**src/rtl/seg_scan_decoder_if.sv**
```systemverilog
// Bus between a multiplexed 7-segment display scanner and its decoder.
// The master drives the scanned segment/digit lines. The slave returns
// the decoded frame and the error status.
interface seg_scan_decoder_if;
   logic [7:0]  seg_in;       // active-low segments, bit7 = dp, bits6:0 = g..a
   logic [3:0]  dig_in;       // active-low digit enables, bit0 = rightmost
   logic [15:0] value;        // last complete frame, digit n in bits 4n+3:4n
   logic [3:0]  dp_out;       // decimal point per digit, 1 = lit
   logic [3:0]  blank;        // per-digit blank flag
   logic        frame_valid;  // one-cycle pulse when a frame is published
   logic        err;          // one-cycle pulse on an accepted illegal pattern
   logic [7:0]  err_cnt;      // saturating error count (0 when disabled)

   modport master (
      output seg_in, dig_in,
      input  value, dp_out, blank, frame_valid, err, err_cnt
   );

   modport slave (
      input  seg_in, dig_in,
      output value, dp_out, blank, frame_valid, err, err_cnt
   );
endinterface

```
**src/rtl/seg_scan_decoder.sv**
```systemverilog
// Decoder that reads a scanned 4-digit 7-segment display back into
// numbers. Each digit is debounced over STABLE_CYCLES identical samples.
// Accepted digits collect in shadow slots. A full frame is published
// atomically once all four digits have been seen.
// Optional feature: define SEG_SCAN_DECODER_ERRCNT_EN to build the
// saturating err_cnt counter. Without it, err_cnt is tied to 00h.
module seg_scan_decoder #(
   parameter int unsigned STABLE_CYCLES = 4   // legal range 2..255
) (
   input  logic               clk,
   input  logic               rst_n,
   seg_scan_decoder_if.slave  bus
);

   typedef enum logic [1:0] {S_WAIT, S_FILTER, S_HOLD} state_t;

   localparam logic [7:0] STABLE_M1 = 8'(STABLE_CYCLES - 1);

   state_t      state_q,        state_d;
   logic [7:0]  seg_r_q,        seg_r_d;
   logic [3:0]  dig_r_q,        dig_r_d;
   logic [7:0]  cnt_q,          cnt_d;
   logic [7:0]  samp_seg_q,     samp_seg_d;
   logic [3:0]  samp_dig_q,     samp_dig_d;
   logic [15:0] shadow_val_q,   shadow_val_d;
   logic [3:0]  shadow_dp_q,    shadow_dp_d;
   logic [3:0]  shadow_blank_q, shadow_blank_d;
   logic [3:0]  mask_q,         mask_d;
   logic [15:0] value_q,        value_d;
   logic [3:0]  dp_q,           dp_d;
   logic [3:0]  blank_q,        blank_d;
   logic        fv_q,           fv_d;
   logic        err_q,          err_d;

   logic        accept;
   logic        same;
   logic        start;
   logic [5:0]  dec;         // {legal, blank, nibble}
   logic [3:0]  sel;
   logic [3:0]  mask_next;

   // Maps a segment pattern to {legal, blank, nibble}. Unknown patterns return 0.
   function automatic logic [5:0] decode(input logic [6:0] s);
      logic [5:0] r;
      case (s)
         7'h40:   r = {2'b10, 4'h0};
         7'h79:   r = {2'b10, 4'h1};
         7'h24:   r = {2'b10, 4'h2};
         7'h30:   r = {2'b10, 4'h3};
         7'h19:   r = {2'b10, 4'h4};
         7'h12:   r = {2'b10, 4'h5};
         7'h02:   r = {2'b10, 4'h6};
         7'h78:   r = {2'b10, 4'h7};
         7'h00:   r = {2'b10, 4'h8};
         7'h10:   r = {2'b10, 4'h9};
         7'h20:   r = {2'b10, 4'hA};
         7'h43:   r = {2'b10, 4'hB};
         7'h46:   r = {2'b10, 4'hC};
         7'h21:   r = {2'b10, 4'hD};
         7'h06:   r = {2'b10, 4'hE};
         7'h0E:   r = {2'b10, 4'hF};
         7'h7F:   r = {2'b11, 4'h0};
         default: r = 6'b00_0000;
      endcase
      return r;
   endfunction

   // Next-state logic: input capture, debounce FSM, shadow slots and frame publish.
   always_comb begin
      // NOTE: every variable gets a default first so no path can infer a latch.
      seg_r_d        = bus.seg_in;
      dig_r_d        = bus.dig_in;
      state_d        = state_q;
      cnt_d          = cnt_q;
      samp_seg_d     = samp_seg_q;
      samp_dig_d     = samp_dig_q;
      shadow_val_d   = shadow_val_q;
      shadow_dp_d    = shadow_dp_q;
      shadow_blank_d = shadow_blank_q;
      mask_d         = mask_q;
      value_d        = value_q;
      dp_d           = dp_q;
      blank_d        = blank_q;
      fv_d           = 1'b0;
      err_d          = 1'b0;
      accept         = 1'b0;

      same  = (seg_r_q == samp_seg_q) && (dig_r_q == samp_dig_q);
      start = $onehot(~dig_r_q);

      case (state_q)
         S_WAIT: begin
            if (start) begin
               state_d    = S_FILTER;
               cnt_d      = 8'd1;
               samp_seg_d = seg_r_q;
               samp_dig_d = dig_r_q;
            end
         end
         S_FILTER, S_HOLD: begin
            if (same) begin
               // HOLD simply parks here, so a held digit is never accepted twice.
               if (state_q == S_FILTER) begin
                  cnt_d = cnt_q + 8'd1;
                  if (cnt_q == STABLE_M1) begin
                     accept  = 1'b1;
                     state_d = S_HOLD;
                  end
               end
            end else if (start) begin
               state_d    = S_FILTER;
               cnt_d      = 8'd1;
               samp_seg_d = seg_r_q;
               samp_dig_d = dig_r_q;
            end else begin
               state_d = S_WAIT;
               cnt_d   = 8'd0;
            end
         end
         default: state_d = S_WAIT;
      endcase

      // The sample is one-hot low whenever the FSM can accept, so sel names one slot.
      dec       = decode(samp_seg_q[6:0]);
      sel       = ~samp_dig_q;
      mask_next = mask_q | sel;

      if (accept) begin
         if (dec[5]) begin
            for (int i = 0; i < 4; i++) begin
               if (sel[i]) begin
                  shadow_val_d[4*i +: 4] = dec[3:0];
                  shadow_dp_d[i]         = ~samp_seg_q[7];
                  shadow_blank_d[i]      = dec[4];
               end
            end
            // The frame is built from the _d copies, so it includes the digit accepted now.
            if (mask_next == 4'b1111) begin
               value_d = shadow_val_d;
               dp_d    = shadow_dp_d;
               blank_d = shadow_blank_d;
               fv_d    = 1'b1;
               mask_d  = 4'b0000;
            end else begin
               mask_d  = mask_next;
            end
         end else begin
            err_d = 1'b1;
         end
      end
   end

   // State register with synchronous active-low reset.
   always_ff @(posedge clk) begin
      // NOTE: sequential state uses non-blocking assignments only, so every flop samples pre-edge values.
      if (!rst_n) begin
         state_q        <= S_WAIT;
         seg_r_q        <= 8'hFF;
         dig_r_q        <= 4'hF;
         cnt_q          <= 8'd0;
         samp_seg_q     <= 8'hFF;
         samp_dig_q     <= 4'hF;
         // NOTE: shadow slots are reset too, so a partial frame can never leak past a reset.
         shadow_val_q   <= 16'h0000;
         shadow_dp_q    <= 4'b0000;
         shadow_blank_q <= 4'b0000;
         mask_q         <= 4'b0000;
         value_q        <= 16'h0000;
         dp_q           <= 4'b0000;
         blank_q        <= 4'b1111;
         fv_q           <= 1'b0;
         err_q          <= 1'b0;
      end else begin
         state_q        <= state_d;
         seg_r_q        <= seg_r_d;
         dig_r_q        <= dig_r_d;
         cnt_q          <= cnt_d;
         samp_seg_q     <= samp_seg_d;
         samp_dig_q     <= samp_dig_d;
         shadow_val_q   <= shadow_val_d;
         shadow_dp_q    <= shadow_dp_d;
         shadow_blank_q <= shadow_blank_d;
         mask_q         <= mask_d;
         value_q        <= value_d;
         dp_q           <= dp_d;
         blank_q        <= blank_d;
         fv_q           <= fv_d;
         err_q          <= err_d;
      end
   end

   assign bus.value       = value_q;
   assign bus.dp_out      = dp_q;
   assign bus.blank       = blank_q;
   assign bus.frame_valid = fv_q;
   assign bus.err         = err_q;

`ifdef SEG_SCAN_DECODER_ERRCNT_EN
   logic [7:0] err_cnt_q, err_cnt_d;

   // Saturating error count, stepped together with the err pulse.
   always_comb begin
      err_cnt_d = err_cnt_q;
      if (err_d && (err_cnt_q != 8'hFF)) err_cnt_d = err_cnt_q + 8'd1;
   end

   // Error counter register. Only reset clears it.
   always_ff @(posedge clk) begin
      if (!rst_n) err_cnt_q <= 8'h00;
      else        err_cnt_q <= err_cnt_d;
   end

   assign bus.err_cnt = err_cnt_q;
`else
   assign bus.err_cnt = 8'h00;
`endif

endmodule

```
**src/flat_wrapper.sv**
```systemverilog
// flat-port wrapper written by rule: the top's interface ports become plain ports
module seg_scan_decoder_flat 
#(
   parameter int unsigned STABLE_CYCLES = 4                        
)
  (clk, rst_n, bus_seg_in, bus_dig_in, bus_value, bus_dp_out, bus_blank, bus_frame_valid, bus_err, bus_err_cnt);
  seg_scan_decoder_if bus_i ();
  input  logic clk;
  input  logic rst_n;
  input wire logic [$bits(bus_i.seg_in)-1:0] bus_seg_in;
  input wire logic [$bits(bus_i.dig_in)-1:0] bus_dig_in;
  output wire logic [$bits(bus_i.value)-1:0] bus_value;
  output wire logic [$bits(bus_i.dp_out)-1:0] bus_dp_out;
  output wire logic [$bits(bus_i.blank)-1:0] bus_blank;
  output wire logic [$bits(bus_i.frame_valid)-1:0] bus_frame_valid;
  output wire logic [$bits(bus_i.err)-1:0] bus_err;
  output wire logic [$bits(bus_i.err_cnt)-1:0] bus_err_cnt;
  assign bus_i.seg_in = bus_seg_in;
  assign bus_i.dig_in = bus_dig_in;
  assign bus_value = bus_i.value;
  assign bus_dp_out = bus_i.dp_out;
  assign bus_blank = bus_i.blank;
  assign bus_frame_valid = bus_i.frame_valid;
  assign bus_err = bus_i.err;
  assign bus_err_cnt = bus_i.err_cnt;
  seg_scan_decoder #(.STABLE_CYCLES(STABLE_CYCLES)) u_core (.clk(clk), .rst_n(rst_n), .bus(bus_i));
endmodule
```
**config.mk**
```make
export PLATFORM = sky130hd
export DESIGN_NAME = seg_scan_decoder_flat
export DESIGN_NICKNAME = d
export VERILOG_FILES = /design/src/rtl/seg_scan_decoder_if.sv /design/src/rtl/seg_scan_decoder.sv /design/src/flat_wrapper.sv
export SDC_FILE = /design/constraint.sdc
export NUM_CORES = 1
export LEC_CHECK = 0
export ABC_AREA = 0
export BUFFER_PORTS_ARGS = -buffer_cell sky130_fd_sc_hd__clkbuf_2
export CAP_MARGIN = 20
export CORE_AREA = 3 3 91 93
export DETAILED_ROUTE_END_ITERATION = 10
export DIE_AREA = 0 0 94 96
export PLACE_DENSITY = 0.83
export SLEW_MARGIN = 10
export SYNTH_ARGS = -nofsm -noshare
export SYNTH_HDL_FRONTEND = slang
export SYNTH_SLANG_ARGS = --single-unit
```
**constraint.sdc**
```tcl
create_clock -name clk -period 8.6 [get_ports clk]
set_input_delay 1.72 -clock clk [delete_from_list [all_inputs] [get_ports clk]]
set_output_delay 1.72 -clock clk [all_outputs]
set_load 0.02 [all_outputs]
```
==> results of run 1 <==
[layer usage]
layer / part of all wire / up-vias / track usage
met5: 0 / - / 0
met3: 0.046 / 18 / 0.0367
met2: 0.50 / 119 / 0.397
li1: - / 1955 / -
met4: 0.018 / 0 / 0.0999
met1: 0.44 / 1914 / 0.284
[metrics by stage]
stage | power [mW] | cells
2_1_floorplan | 0.728 | 543
3_3_place_gp | 0.764 | 642
3_5_place_dp | 0.775 | 642
4_1_cts | 1.03 | 658
5_1_grt | 1.09 | 659
6_report | 1.04 | 659
[synthesized netlist by cell type (all sizes together), types with 2 or more instances]
cell type	number
clkbuf	23
o32ai	5
or3	4
dfxtp	88
buf	23
a211o	2
nor4	5
nand3	26
o22ai	7
and2	10
a311oi	4
nand3b	2
nor2	20
a22oi	2
o211ai	5
nor3b	4
nand2b	30
and4	4
nor2b	3
or2	2
a221oi	4
a21oi	13
mux2i	42
and3b	3
or4	5
xnor2	12
ha	8
nand2	72
nor4b	3
o211a	5
o41ai	2
nand4	8
o21ai	34
o31ai	2
a21o	4
nor3	3
o311ai	8
inv	12
a211oi	10
[registers in the layout, summed over array words and instances (netlist names), 8 cells and up]
name and count:
u_core.bus.value 16, u_core.cnt_q 8, u_core.samp_seg_q 8, u_core.seg_r_q 8, u_core.shadow_val_q 16
[how the worst max path moves through the flow]
stage,start,endpoint,slack [ns],depth (start not counted)
global placement,rst_n,u_core.shadow_blank_q[0],4.99,5
detailed placement,rst_n,u_core.shadow_blank_q[0],4.86,5
floorplan,u_core.dig_r_q[1],u_core.cnt_q[7],5.58,9
global route,rst_n,u_core.shadow_blank_q[0],5.04,5
finish,rst_n,u_core.shadow_blank_q[0],5.22,5
CTS,rst_n,u_core.shadow_blank_q[0],5.23,5
[power groups by stage]
stage / logic [mW] / registers, mW / clock network, mW
after global routing: 0.297 / 0.513 / 0.279
after detailed placement: 0.262 / 0.513 / 0
after global placement: 0.254 / 0.510 / 0
final: 0.267 / 0.506 / 0.263
after CTS: 0.263 / 0.504 / 0.264
after floorplan: 0.272 / 0.456 / 0
[area by class of cell]
class	count	share of cell area
clock buffers	10	0.0271
clock inverters	6	0.00888
inverters	12	0.00888
multi-input cells	397	0.537
flip-flops and latches	88	0.347
well taps	102	0.0252
repair buffers	44	0.0454
[critical path: cells and delay by family]
kind	cells	cell delay [ns]
AND/OR/NAND/NOR	1	0.51
multiplexers	1	0.17
buffers and inverters	3	1.21
[kinds of logic (layout without fill, tap and decap cells)]
kind of cell | count (synthesis) | count (layout) | synth area share
and+or+nand+nor | 208 | 208 | 0.233
AOI/OAI and AO/OA | 118 | 118 | 0.184
DFF | 88 | 88 | 0.370
buffers and inverters | 58 | 72 | 0.0641
muxes | 42 | 42 | 0.0883
xor gates and xnor gates | 12 | 12 | 0.0339
adders and majority gates | 9 | 9 | 0.0252
other | 1 | 8 | 0.000788
==> impl_metrics.csv, run 1 <==
group,metric,value,unit
final_layout,seqCellArea,1760,um^2
clock_tree,root_buffer,"clkbuf_8",
drt,totalWireLength,10200,um
final_layout,final_util,0.667,
worst_setup_path,crit_required,8.89,ns
global_route,grt_pass1_wl,16400,um
worst_setup_path,cp_slowest_cell,"buf_4",
drt,first_iter_violations,274,
yosys,yosys.area.top_type,"dfxtp_1",
yosys,syn_area_per_cell,8.88,um^2
timing,post-route-min-period,3.38,ns
drt,post_drt_wl_per_cell,15.5,um
clock_tree,cts_buffer_depth,2,
placed_design,post-place-ws,4.86,ns
timing,fmax,296,MHz
power,clockPowerShare,0.254,
yosys,async_flop_share,0,
worst_hold_path,worstHoldEndpoint,"u_core.shadow_val_q[13]",
drt,postRouteAntennaNets,0,
timing,layout_setup_ws,5.22,ns
clock_tree,cts_buffers,9,
timing,hold_ws,0.459,ns
yosys,ys.flop_type,"dfxtp_1",
yosys,synth_top_area_frac,0.370,
power,power_frac_comb,0.257,
placed_design,port_buffers,39,
final_layout,layout_common_cells,"dfxtp_1 (88), nand2_1 (72), mux2i_1 (42), clkbuf_2 (39), o21ai_0 (34)",
final_layout,final_common_cell,"dfxtp_1",
worst_setup_path,reg2reg_to,"u_core.cnt_q[7]",
drt,drt_first_pass_iters,8,
worst_setup_path,slowest_delay,0.73,ns
worst_setup_path,crit_fanout,109,
yosys,syn_area,4760,um^2
clock_tree,clk_pin_slew,0.09,ns
worst_setup_path,path_cells,"buf_2 -> buf_4 -> inv_1 -> or3_1 -> mux2i_1",
clock_tree,postCtsHoldBufs,0,
timing,setup-tns-final,0,ns
worst_setup_path,worstSetupPathType,"input port to flip-flop",
timing,slew_headroom,0.341,
drt,via_per_inst,6.08,
final_layout,nFillCells,619,
yosys,synth_cells,536,
worst_setup_path,worst_r2r_path_depth,9,
floorplan,die_w,94,um
power,pwr-share-seq,0.488,
clock_tree,clkSinkCount,88,
floorplan,die_y,96,um
final_layout,multi_input_area,2730,um^2
worst_hold_path,holdPathStages,2,
power,ir_drop,117,uV
drt,route.vias.total,4006,
global_route,grt_start_max_net_pins,110,
worst_hold_path,min_from,"u_core.shadow_val_q[13]",
yosys,ys_ff_latch,88,
timing,finalMaxSlewViolations,0,
placed_design,dp_hpwl,7100,um
clock_tree,cts_tree,"done",
yosys,synth-edff-count,0,
power,swShare,0.372,
global_route,grt.total_usage,0.230,
clock_tree,cts_resized,0,
floorplan,initial_utilization,0.626,
worst_hold_path,hold_path_class,"flip-flop to flip-flop",
final_layout,final_area,5070,um^2
power,net-switching-power,0.385,mW
power,p_per_area,204,nW/um^2
power,p_int,0.651,mW
timing,setup_viol_count_final,0,
worst_setup_path,start_kind,"input port",
timing,hold_violations,0,
final_layout,syn_to_final_growth,6.57,%
floorplan,coreArea,7610,um^2
global_route,grt_pass1_vias,3485,
status,status,"finished clean",
yosys,ys_types,65,
global_route,antenna_found_initial,0,
power,p_leak,2.01,nW
placed_design,postPlaceCellArea,4880,um^2
worst_setup_path,arrival,3.67,ns
clock_tree,post_cts_buffers,0,
floorplan,core.rowCount,32,
timing,grt_setup_unrepaired,"false",
yosys,yosys_warnings,0,
timing,worstMarginPinSlew,0.988,ns
clock_tree,insertion_delay,0.36,ns
job,maxCapViolations,0,
placed_design,globalplace.congestion,0.877,
timing,fin_crit_sh,0.393,
floorplan,io_pins,48,
worst_setup_path,cp-end-kind,"flip-flop",
final_layout,antenna_cells,0,
global_route,grt.overflow.total,0,
final_layout,layout.nets,575,
timing,skew,0.0104,ns
clock_tree,ctsHtreeMaxLevel,3,
worst_setup_path,r2r_slack,5.35,ns
final_layout,drive_above_1_share,0.142,
yosys,synth.area.top_cells,"dfxtp_1 (37%), mux2i_1 (8.8%), nand2_1 (5.7%)",
yosys,yosysSeqAreaShare,0.370,
floorplan,dieArea,9020,um^2
worst_setup_path,rr_startpoint,"u_core.dig_r_q[1]",
drt,drc,0,
No activity file was read; power rests on OpenSTA's default activity.
==> run 2, diff against run 1 <==
--- a/config.mk
+++ b/config.mk
@@ -5,13 +5,13 @@
 export SDC_FILE = /design/constraint.sdc
 export NUM_CORES = 1
 export LEC_CHECK = 0
-export ABC_AREA = 0
+export ABC_AREA = 1
 export BUFFER_PORTS_ARGS = -buffer_cell sky130_fd_sc_hd__clkbuf_2
 export CAP_MARGIN = 20
-export CORE_AREA = 3 3 91 93
+export CORE_AREA = 3 3 98 100
 export DETAILED_ROUTE_END_ITERATION = 10
-export DIE_AREA = 0 0 94 96
-export PLACE_DENSITY = 0.83
+export DIE_AREA = 0 0 101 103
+export PLACE_DENSITY = 0.74
 export SLEW_MARGIN = 10
 export SYNTH_ARGS = -nofsm -noshare
 export SYNTH_HDL_FRONTEND = slang
==> constraint.sdc (replaced) <==
create_clock -name clk -period 2.8 [get_ports clk]
set_input_delay 0.56 -clock clk [delete_from_list [all_inputs] [get_ports clk]]
set_output_delay 0.56 -clock clk [all_outputs]
set_load 0.02 [all_outputs]
==> impl_metrics.csv, run 2 <==
group,metric,value,unit
floorplan,core.rowCount,34,
drt,postRouteAntennaNets,0,
clock_tree,clkSinkCount,88,
worst_setup_path,crit_required,3.01,ns
power,p_int,2.28,mW
yosys,synth_compound_area_frac,0.0784,
clock_tree,root_buffer,"clkbuf_8",
final_layout,drive_above_1_share,0.164,
timing,skew,0.0150,ns
floorplan,die_y,103,um
drt,post_drt_wl_per_cell,12.6,um
global_route,grt_start_max_net_pins,63,
worst_setup_path,rr_startpoint,"u_core.dig_r_q[0]",
power,ir_drop,421,uV
timing,grt_setup_unrepaired,"false",
timing,finalMaxSlewViolations,0,
final_layout,nFillCells,823,
floorplan,io_pins,48,
global_route,grt_pass1_wl,17300,um
yosys,netlist_top_cells_count,"nand2_1 (227), dfxtp_1 (88), nand3_1 (59)",
clock_tree,ctsHtreeMaxLevel,3,
power,power_frac_comb,0.303,
worst_setup_path,cp-end-kind,"flip-flop",
placed_design,dpl.cell_count,800,
power,p_per_area,709,nW/um^2
final_layout,layout_common_cells,"nand2_1 (227), dfxtp_1 (88), nand3_1 (59), nor2_1 (52), clkbuf_2 (39)",
drt,drt_first_pass_iters,4,
final_layout,syn_to_final_growth,10.6,%
final_layout,final_util,0.584,
final_layout,multi_input_area,2490,um^2
worst_setup_path,crit_buf_inv,3,
yosys,yosys.area_share.adder,0.0260,
final_layout,seqCellArea,1760,um^2
status,status,"finished clean",
yosys,synth-simple-area-share,0.406,
yosys,async_flop_share,0,
clock_tree,cts_tree,"done",
timing,slew_headroom,0.535,
yosys,synth-edff-count,0,
worst_hold_path,min_from,"bus_seg_in[3]",
power,swShare,0.372,
yosys,synth.area.top_cells,"dfxtp_1 (38%), nand2_1 (18%), nand3_1 (6.4%)",
worst_setup_path,cp_top_family,"adder cells",
drt,totalWireLength,10300,um
final_layout,final_common_cell,"nand2_1",
worst_setup_path,crit_fanout,17,
final_layout,antenna_cells,0,
clock_tree,cts_buffers,9,
floorplan,die_w,101,um
worst_setup_path,cp_slowest_cell,"fa_1",
yosys,ys_types,35,
final_layout,layoutNonFillerInstCount,816,
floorplan,coreArea,8760,um^2
drt,via_per_inst,5.19,
yosys,synth_cells,674,
yosys,yosys.area.top_type,"dfxtp_1",
placed_design,dp_hpwl,7420,um
power,p_leak,2.46,nW
yosys,synth_top_area_frac,0.381,
yosys,syn_area,4630,um^2
worst_setup_path,critical_path.startpoint,"u_core.dig_r_q[0]",
yosys,ys_ff_latch,88,
clock_tree,postCtsHoldBufs,0,
worst_setup_path,slowest_delay,0.45,ns
job,maxCapViolations,0,
timing,setup-tns-final,0,ns
yosys,ys.flop_type,"dfxtp_1",
placed_design,globalplace.congestion,0.931,
global_route,grt.overflow.total,0,
worst_setup_path,worstSetupPathType,"flip-flop to flip-flop",
final_layout,layout.nets,726,
timing,setup_viol_count_final,0,
drt,drc,0,
clock_tree,insertion_delay,0.36,ns
placed_design,port_buffers,39,
power,pwr-share-seq,0.397,
clock_tree,post_cts_buffers,0,
timing,worstMarginPinSlew,0.693,ns
worst_hold_path,hold_path_class,"input port to flip-flop",
yosys,synthMuxAreaShare,0,
yosys,syn_area_per_cell,6.87,um^2
yosys,yosys_warnings,0,
floorplan,initial_utilization,0.528,
yosys,yosysMostFrequentCell,"nand2_1",
worst_setup_path,arrival,2.76,ns
power,net-switching-power,1.35,mW
timing,fmax,391,MHz
worst_setup_path,path_cells,"inv_1 -> ha_1 -> ha_1 -> fa_1 -> nor3_2 -> inv_1 -> a21oi_1 -> nand2_1 -> buf_4 -> nand2_1 -> o211ai_1",
timing,hold_violations,0,
global_route,grt_pass1_vias,3899,
clock_tree,cts_buffer_depth,2,
yosys,synth_xor_area_frac,0.0170,
worst_setup_path,start_kind,"flip-flop",
global_route,antenna_found_initial,0,
clock_tree,clk_pin_slew,0.09,ns
floorplan,dieArea,10400,um^2
clock_tree,cts_resized,0,
timing,fin_crit_sh,0.913,
power,clockPowerShare,0.300,
timing,post-route-min-period,2.56,ns
drt,first_iter_violations,222,
yosys,synth_top_family_by_area,"simple AND/OR/NAND/NOR gates",
yosys,yosysSeqAreaShare,0.381,
drt,route.vias.total,4237,
global_route,grt.total_usage,0.206,
run 2: per-stage QoR:
stage	power [mW]	hold WS (ns)	setup slack (ns)	cell area, um^2
floorplan	2.29	0.440	0.485	4650
global placement	2.52	0.443	0.274	4850
detailed placement	2.55	0.446	0.116	4850
CTS	3.65	0.359	0.103	5110
global route	3.87	0.361	0.0489	5120
finish	3.63	0.377	0.243	5120
run 2: power by group through the flow:
stage / sequential, mW / combinational, mW / clock [mW]
after detailed placement: 1.47 / 1.08 / 0
after global placement: 1.46 / 1.05 / 0
final: 1.44 / 1.10 / 1.09
after global routing: 1.46 / 1.24 / 1.16
after floorplan: 1.43 / 0.862 / 0
after CTS: 1.44 / 1.09 / 1.12
run 2: final timing paths:
check	to	slack (ns)	depth (start not counted)
min	u_core.seg_r_q[3]	0.38	2
min reg2reg	u_core.bus.blank[3]	0.46	2
max reg2reg	u_core.samp_seg_q[4]	0.24	11
max	u_core.samp_seg_q[4]	0.24	11
run 2: layout make-up:
type,instances,area share
Clock inverter,6,0.0227
Tap cell,108,0.0264
Sequential cell,88,0.344
Timing Repair Buffer,52,0.0572
Clock buffer,10,0.0269
Multi-Input combinational cell,503,0.487
Inverter,49,0.0359
run 2: metal layers:
layer  GRT usage  up-vias  wire length [um]
met5           0        -                 0
met3      0.0507       14               560
met2       0.351      108              4870
li1            -     2226                 -
met4      0.0716        0               193
met1       0.256     1889              4650
run 2: kinds of logic after synthesis:
family / Yosys count
adders and majority gates: 9
and+or+nand+nor: 415
AOI/OAI and AO/OA: 62
buffers and inverters: 90
DFF: 88
other: 1
xor gates and xnor gates: 9
